### config.mk
export PLATFORM = sky130hd
export DESIGN_NAME = keypad_entry_ctrl_flat
export DESIGN_NICKNAME = d
export VERILOG_FILES = /design/src/rtl/keypad_entry_if.sv /design/src/rtl/keypad_entry_ctrl.sv /design/src/flat_wrapper.sv
export SDC_FILE = /design/constraint.sdc
export NUM_CORES = 1
export LEC_CHECK = 0
export CORE_MARGIN = 10
export CORE_UTILIZATION = 50
export CTS_BUF_LIST = sky130_fd_sc_hd__clkbuf_16
export CTS_CLUSTER_DIAMETER = 150
export DETAILED_ROUTE_END_ITERATION = 16
export PLACE_DENSITY = 0.79
export SLEW_MARGIN = 5
export SYNTH_ARGS = -nofsm -noshare
export SYNTH_HDL_FRONTEND = slang
export SYNTH_SLANG_ARGS = --single-unit
### constraint.sdc
create_clock -name clk -period 7.07 [get_ports clk]
set_input_delay 1.0605 -clock clk [delete_from_list [all_inputs] [get_ports clk]]
set_output_delay 1.0605 -clock clk [all_outputs]
set_load 0.02 [all_outputs]
### src/rtl/keypad_entry_if.sv
// Keypad entry bundle: scanner reports in, operand/sequencing state out.
// slave = keypad_entry_ctrl side, master = scanner/consumer side.
interface keypad_entry_if #(
    parameter int N_DIGITS = 3
) ();
    localparam int W     = 4 * N_DIGITS;
    localparam int LEN_W = $clog2(N_DIGITS + 1);

    logic             key_valid;
    logic [1:0]       key_row;
    logic [1:0]       key_col;
    logic [W-1:0]     entry_bcd;
    logic [LEN_W-1:0] entry_len;
    logic [W-1:0]     op_a;
    logic [W-1:0]     op_b;
    logic             op_sel;
    logic [1:0]       phase;
    logic             start;

    modport slave (
        input  key_valid, key_row, key_col,
        output entry_bcd, entry_len, op_a, op_b, op_sel, phase, start
    );

    modport master (
        output key_valid, key_row, key_col,
        input  entry_bcd, entry_len, op_a, op_b, op_sel, phase, start
    );
endinterface

### src/rtl/keypad_entry_ctrl.sv
// Keypad press detector and two-operand BCD entry sequencer for the calculator datapath.
// Optional feature macro SUB_OP_EN: key B acts as the subtract operator.
//
// state     | meaning
// S_ENTER_A | collecting operand A digits, waiting for an operator
// S_ENTER_B | collecting operand B digits, waiting for '#'
// S_DONE    | operands presented; next digit starts a new calculation
// S_BAD     | unreachable encoding, recovers to S_ENTER_A
module keypad_entry_ctrl #(
    parameter int N_DIGITS       = 3,
    parameter int RELEASE_CYCLES = 500_000
) (
    input  logic            clk,
    input  logic            rst_n,
    keypad_entry_if.slave   kif
);
    localparam int W     = 4 * N_DIGITS;
    localparam int LEN_W = $clog2(N_DIGITS + 1);
    localparam int CNT_W = $clog2(RELEASE_CYCLES);
    localparam logic [CNT_W-1:0] CNT_TC = CNT_W'(RELEASE_CYCLES - 1);

    typedef enum logic [1:0] {
        S_ENTER_A = 2'd0,
        S_ENTER_B = 2'd1,
        S_DONE    = 2'd2,
        S_BAD     = 2'd3
    } state_e;

    state_e           state_q, state_d;
    logic             held_q, held_d;
    logic [CNT_W-1:0] cnt_q, cnt_d;
    logic             ev_q, ev_d;
    logic [3:0]       code_q, code_d;
    logic [W-1:0]     entry_bcd_q, entry_bcd_d;
    logic [LEN_W-1:0] entry_len_q, entry_len_d;
    logic [W-1:0]     op_a_q, op_a_d;
    logic [W-1:0]     op_b_q, op_b_d;
    logic             op_sel_q, op_sel_d;
    logic             start_q, start_d;

    logic             is_digit, is_op, is_clr, is_eq, op_val;
    logic [3:0]       digit;
    logic [W-1:0]     shifted;
    logic             can_add, has_digits;

    // One event per press: a report while already held only re-arms the release timer.
    always_comb begin
        held_d = held_q;
        cnt_d  = cnt_q;
        ev_d   = 1'b0;
        code_d = code_q;
        if (kif.key_valid) begin
            cnt_d = '0;
            if (!held_q) begin
                ev_d   = 1'b1;
                held_d = 1'b1;
                code_d = {kif.key_row, kif.key_col};
            end
        end else if (held_q) begin
            if (cnt_q == CNT_TC) begin
                held_d = 1'b0;
                cnt_d  = '0;
            end else begin
                cnt_d = cnt_q + CNT_W'(1);
            end
        end
    end

    // Key code is {row, col}.
    always_comb begin
        is_digit = 1'b0;
        digit    = 4'd0;
        is_op    = 1'b0;
        op_val   = 1'b0;
        is_clr   = 1'b0;
        is_eq    = 1'b0;
        case (code_q)
            4'd0:  begin is_digit = 1'b1; digit = 4'd1; end
            4'd1:  begin is_digit = 1'b1; digit = 4'd2; end
            4'd2:  begin is_digit = 1'b1; digit = 4'd3; end
            4'd3:  is_op = 1'b1;
            4'd4:  begin is_digit = 1'b1; digit = 4'd4; end
            4'd5:  begin is_digit = 1'b1; digit = 4'd5; end
            4'd6:  begin is_digit = 1'b1; digit = 4'd6; end
`ifdef SUB_OP_EN
            4'd7:  begin is_op = 1'b1; op_val = 1'b1; end
`endif
            4'd8:  begin is_digit = 1'b1; digit = 4'd7; end
            4'd9:  begin is_digit = 1'b1; digit = 4'd8; end
            4'd10: begin is_digit = 1'b1; digit = 4'd9; end
            4'd12: is_clr = 1'b1;
            4'd13: begin is_digit = 1'b1; digit = 4'd0; end
            4'd14: is_eq = 1'b1;
            default: ;
        endcase
    end

    assign shifted    = {entry_bcd_q[W-5:0], digit};
    assign can_add    = entry_len_q < LEN_W'(N_DIGITS);
    assign has_digits = entry_len_q != '0;

    always_comb begin
        state_d     = state_q;
        entry_bcd_d = entry_bcd_q;
        entry_len_d = entry_len_q;
        op_a_d      = op_a_q;
        op_b_d      = op_b_q;
        op_sel_d    = op_sel_q;
        start_d     = 1'b0;
        if (state_q == S_BAD) begin
            state_d     = S_ENTER_A;
            entry_bcd_d = '0;
            entry_len_d = '0;
        end else if (ev_q && is_clr) begin
            state_d     = S_ENTER_A;
            entry_bcd_d = '0;
            entry_len_d = '0;
            op_a_d      = '0;
            op_b_d      = '0;
            op_sel_d    = 1'b0;
        end else if (ev_q) begin
            case (state_q)
                S_ENTER_A, S_ENTER_B: begin
                    if (is_digit) begin
                        if (can_add) begin
                            entry_bcd_d = shifted;
                            entry_len_d = entry_len_q + LEN_W'(1);
                        end
                    end else if (is_op && state_q == S_ENTER_A && has_digits) begin
                        op_a_d      = entry_bcd_q;
                        entry_bcd_d = '0;
                        entry_len_d = '0;
                        op_sel_d    = op_val;
                        state_d     = S_ENTER_B;
                    end else if (is_eq && state_q == S_ENTER_B && has_digits) begin
                        op_b_d  = entry_bcd_q;
                        start_d = 1'b1;
                        state_d = S_DONE;
                    end
                end
                S_DONE: begin
                    if (is_digit) begin
                        op_a_d      = '0;
                        op_b_d      = '0;
                        op_sel_d    = 1'b0;
                        entry_bcd_d = W'(digit);
                        entry_len_d = LEN_W'(1);
                        state_d     = S_ENTER_A;
                    end
                end
                default: ;
            endcase
        end
    end

    always_ff @(posedge clk or negedge rst_n) begin
        if (!rst_n) begin
            state_q     <= S_ENTER_A;
            held_q      <= 1'b0;
            cnt_q       <= '0;
            ev_q        <= 1'b0;
            code_q      <= 4'd0;
            entry_bcd_q <= '0;
            entry_len_q <= '0;
            op_a_q      <= '0;
            op_b_q      <= '0;
            op_sel_q    <= 1'b0;
            start_q     <= 1'b0;
        end else begin
            state_q     <= state_d;
            held_q      <= held_d;
            cnt_q       <= cnt_d;
            ev_q        <= ev_d;
            code_q      <= code_d;
            entry_bcd_q <= entry_bcd_d;
            entry_len_q <= entry_len_d;
            op_a_q      <= op_a_d;
            op_b_q      <= op_b_d;
            op_sel_q    <= op_sel_d;
            start_q     <= start_d;
        end
    end

    assign kif.entry_bcd = entry_bcd_q;
    assign kif.entry_len = entry_len_q;
    assign kif.op_a      = op_a_q;
    assign kif.op_b      = op_b_q;
    assign kif.op_sel    = op_sel_q;
    assign kif.phase     = state_q;
    assign kif.start     = start_q;
endmodule

### src/flat_wrapper.sv
// flat-port wrapper written by rule: the top's interface ports become plain ports
module keypad_entry_ctrl_flat 
#(
    parameter int N_DIGITS       = 3,
    parameter int RELEASE_CYCLES = 500_000
)
  (clk, rst_n, kif_key_valid, kif_key_row, kif_key_col, kif_entry_bcd, kif_entry_len, kif_op_a, kif_op_b, kif_op_sel, kif_phase, kif_start);
  keypad_entry_if #(.N_DIGITS(N_DIGITS)) kif_i ();
  input  logic clk;
  input  logic rst_n;
  input wire logic [$bits(kif_i.key_valid)-1:0] kif_key_valid;
  input wire logic [$bits(kif_i.key_row)-1:0] kif_key_row;
  input wire logic [$bits(kif_i.key_col)-1:0] kif_key_col;
  output wire logic [$bits(kif_i.entry_bcd)-1:0] kif_entry_bcd;
  output wire logic [$bits(kif_i.entry_len)-1:0] kif_entry_len;
  output wire logic [$bits(kif_i.op_a)-1:0] kif_op_a;
  output wire logic [$bits(kif_i.op_b)-1:0] kif_op_b;
  output wire logic [$bits(kif_i.op_sel)-1:0] kif_op_sel;
  output wire logic [$bits(kif_i.phase)-1:0] kif_phase;
  output wire logic [$bits(kif_i.start)-1:0] kif_start;
  assign kif_i.key_valid = kif_key_valid;
  assign kif_i.key_row = kif_key_row;
  assign kif_i.key_col = kif_key_col;
  assign kif_entry_bcd = kif_i.entry_bcd;
  assign kif_entry_len = kif_i.entry_len;
  assign kif_op_a = kif_i.op_a;
  assign kif_op_b = kif_i.op_b;
  assign kif_op_sel = kif_i.op_sel;
  assign kif_phase = kif_i.phase;
  assign kif_start = kif_i.start;
  keypad_entry_ctrl #(.N_DIGITS(N_DIGITS), .RELEASE_CYCLES(RELEASE_CYCLES)) u_core (.clk(clk), .rst_n(rst_n), .kif(kif_i));
endmodule
==> impl_metrics.yaml <==
outcome:
  status: "finished, final reports clean"
worst_hold_path:
  hold_end: "u_core.cnt_q[16]"
  min_from: "u_core.cnt_q[16]"
  holdPathStages: 1
  hold_class: "register to register"
timing:
  period_minus_slack_ns: 2.95
  fin_crit_sh_pct: 41.7
  fmax_mhz: 339
  grt_setup_unrepaired: "no"
  tns_ns: 0
  maxSlewHeadroom_pct: 34.1
  hold_viol_final: 0
  skew_ns: 0.00405
  tightest_slew_ns: 0.989
  slew_violations: 0
  setup_viol: 0
pwr:
  max-vdd-ir-drop_mv: 0.138
  powerDensity_nw_per_um2: 237
  p_leak_nw: 1.86
floorplanning:
  die_height_um: 100
  die_w_um: 100
  rows: 29
  pin_count: 49
  core_area_um2: 6310
  initial_utilization_pct: 51.1
  die_area_um2: 10100
finish:
  area_growth_pct: 25.3
  instances_no_fill: 443
  fill_cells: 506
  n_antenna_cell: 0
  layout-drive-gt1-share_pct: 7.38
  nets: 371
  layout_common_cells: "dfrtp_1 (66), clkdlybuf4s50_1 (46), inv_1 (36), nand2_1 (33), mux2i_1 (28)"
  layout_commonest_cell: "dfrtp_1"
clocking:
  tritoncts: "yes"
  cts.htree.levels: 3
  worstSkewPairLatency_ns: 0.33
  clock_sinks: 66
  ctsResizeCount: 0
  ctsHoldBuffers: 0
  clockBufferDepth: 2
  cts.clk_slew.worst_paths_ns: 0.05
  cts_made_buffers: 9
  cts_setup_buffers: 0
  root_buffer: "clkbuf_16"
synthesis:
  netlist_area_um2: 3230
  syn_inst: 314
  synthSimpleGateAreaFrac_pct: 16.3
  synth_compound_area_share_pct: 12.5
  ys.flop_type: "dfrtp_1"
  syn_area_per_cell_um2: 10.3
  ys_types: 51
  synth.area.mux_share_pct: 10.8
  syn-num-nets: 324
  synth_edf_count: 0
  synth_xor_area_share_pct: 1.63
  synthTopCellsByArea: "dfrtp_1 (51%), mux2i_1 (8.7%), inv_1 (4.1%)"
  yosysWarnings: 0
  synth.ff_latch_count: 66
  synth_top_area_cell: "dfrtp_1"
  yosys.area_share.adder_pct: 1.16
  ys_seq_area_share_pct: 51.2
  synth_top_family_by_area: "simple AND/OR/NAND/NOR gates"
  async_flop_share_pct: 100
  netlist.area_leader.share_pct: 51.2
detailed_routing:
  vias_per_cell: 5.63
  drtIter0Drc: 120
  vias: 2496
  wl_um: 7060
  drtPass1Iterations: 4
  antenna_left: 0
  drc: 0
  wl_per_cell_um: 15.9
grt:
  antenna_found_initial: 0
  grt_pass1_vias: 2452
  grt_max_degree: 67
  grt.overflow.total: 0
  grt.total_usage_pct: 14.7
  grt_pass1_wl_um: 12000
critical_path:
  ff2ff_setup_slack_ns: 4.54
  cp-end-kind: "register"
  worst-setup-path-type: "primary input to register"
  worst_path_largest_cell_delay_ns: 0.78
  path_cells: "clkdlybuf4s50_1 > inv_1 > nand2_1 > a21oi_1 > nand4_1 > o211ai_1"
  r2r_start: "u_core.kif.entry_len[0]"
  reg2reg_to: "u_core.kif.op_a[3]"
  critical_path.max_fanout: 14
  worstPathRequired_ns: 7.31
  crit_slowest_cell: "a21oi_1"
  ff2ff_path_depth: 7
  start_kind: "primary input"
  cp_num_buf_inv: 2
  crit_family: "compound AO/OA/AOI/OAI gates"
  cp_num_cells: 6
  worstPathArrival_ns: 3.19
placement:
  port_buffers: 47
  dp_cells: 427
  dpl.hpwl_um: 5000
  gp_congestion: 0.860
run:
  maxCapViolCount: 0
## layout make-up
type,instances,area [um^2],area share [%]
Clock inverter,7,85.1,2.10
Timing Repair Buffer,49,480,11.9
Multi-Input combinational cell,200,1370,34.0
Tap cell,77,96.3,2.38
Clock buffer,9,225,5.57
Inverter,35,131,3.25
Sequential cell,66,1650,40.9
## synthesized netlist by cell type, types with 2 or more instances
cell type and number:
and3_1 2, o31ai_1 2, buf_6 2, o21ai_0 4, nand2b_1 6, nand4b_1 2, and4_1 3, mux2_2 6
xnor2_1 2, o21ai_1 9, a22o_1 12, nor2_1 14, o22ai_1 2, nand3_1 13, a41o_1 2, nand4_1 8
a221oi_1 2, and2_1 4, ha_1 3, mux2i_1 28, clkbuf_1 6, dfrtp_1 66, buf_2 3, nor4_1 3
a31o_1 2, or3_1 3, a211oi_1 3, nor3_1 2, inv_1 35, xor2_1 4, a21oi_1 8, nand2_1 33
o211ai_1 2
## sequential cells by signal, summed over array words and instances (netlist names)
signal,cells
u_core.ev_q,1
u_core.kif.entry_bcd,12
u_core.held_q,1
u_core.kif.op_b,12
u_core.kif.start,1
u_core.kif.phase,2
u_core.kif.entry_len,2
u_core.code_q,4
u_core.cnt_q,19
u_core.kif.op_a,12
## through the flow
step           instance area (um^2)  worst slack [ns]  hold slack (ns)  util, %  power, mW
2_1_floorplan                  3230              4.70            0.455        -      0.463
3_3_place_gp                   3730              3.84            0.481     59.1      0.502
3_5_place_dp                   3730              3.78            0.490     59.1      0.505
4_1_cts                        4040              4.13            0.500     64.0      0.967
5_1_grt                        4040              3.87            0.521     64.0      0.998
6_report                       4040              4.12            0.504     64.0      0.960
## kinds of logic after synthesis
family	after synthesis
simple gates	100
flops	66
compound gates	56
buf+inv	48
mux	34
xor+xnor	6
fa+ha+maj	3
other cells	1
## worst reg2reg max path, stage by stage (launching register included)
cell     delay, ns
dfrtp_1       0.40
inv_1         0.06
ha_1          0.22
or3b_1        0.38
or4_4         0.52
nand3_1       0.10
nand2_1       0.42
mux2i_1       0.34
## worst max path at each step
| stage | startpoint | endpoint | slack [ns] |
|---|---|---|---|
| final | kif_key_valid | u_core.cnt_q[18] | 4.12 |
| after global routing | kif_key_valid | u_core.cnt_q[8] | 3.87 |
| after CTS | kif_key_valid | u_core.cnt_q[18] | 4.13 |
| after detailed placement | kif_key_valid | u_core.cnt_q[18] | 3.78 |
| after global placement | kif_key_valid | u_core.cnt_q[18] | 3.84 |
| after floorplan | u_core.kif.entry_len[0] | u_core.kif.entry_bcd[4] | 4.70 |
## where the power goes
| group | leakage (nW) | internal (mW) | switching [mW] |
|---|---|---|---|
| Sequential | 0.901 | 0.391 | 0.0198 |
| Clock | 0.154 | 0.304 | 0.158 |
| Combinational | 0.805 | 0.0400 | 0.0464 |
| Total | 1.86 | 0.735 | 0.224 |
## per-layer routing
metal	routed length [um]	up-vias	part of all wire, %	global-route usage (%)
met4	136	0	1.9	7.17
met1	3260	1200	46	19.1
met2	3190	82	45	21.9
met5	0	-	0	0
met3	476	15	6.7	3.98
li1	-	1199	-	-
Power figures use the tool's default switching activity.
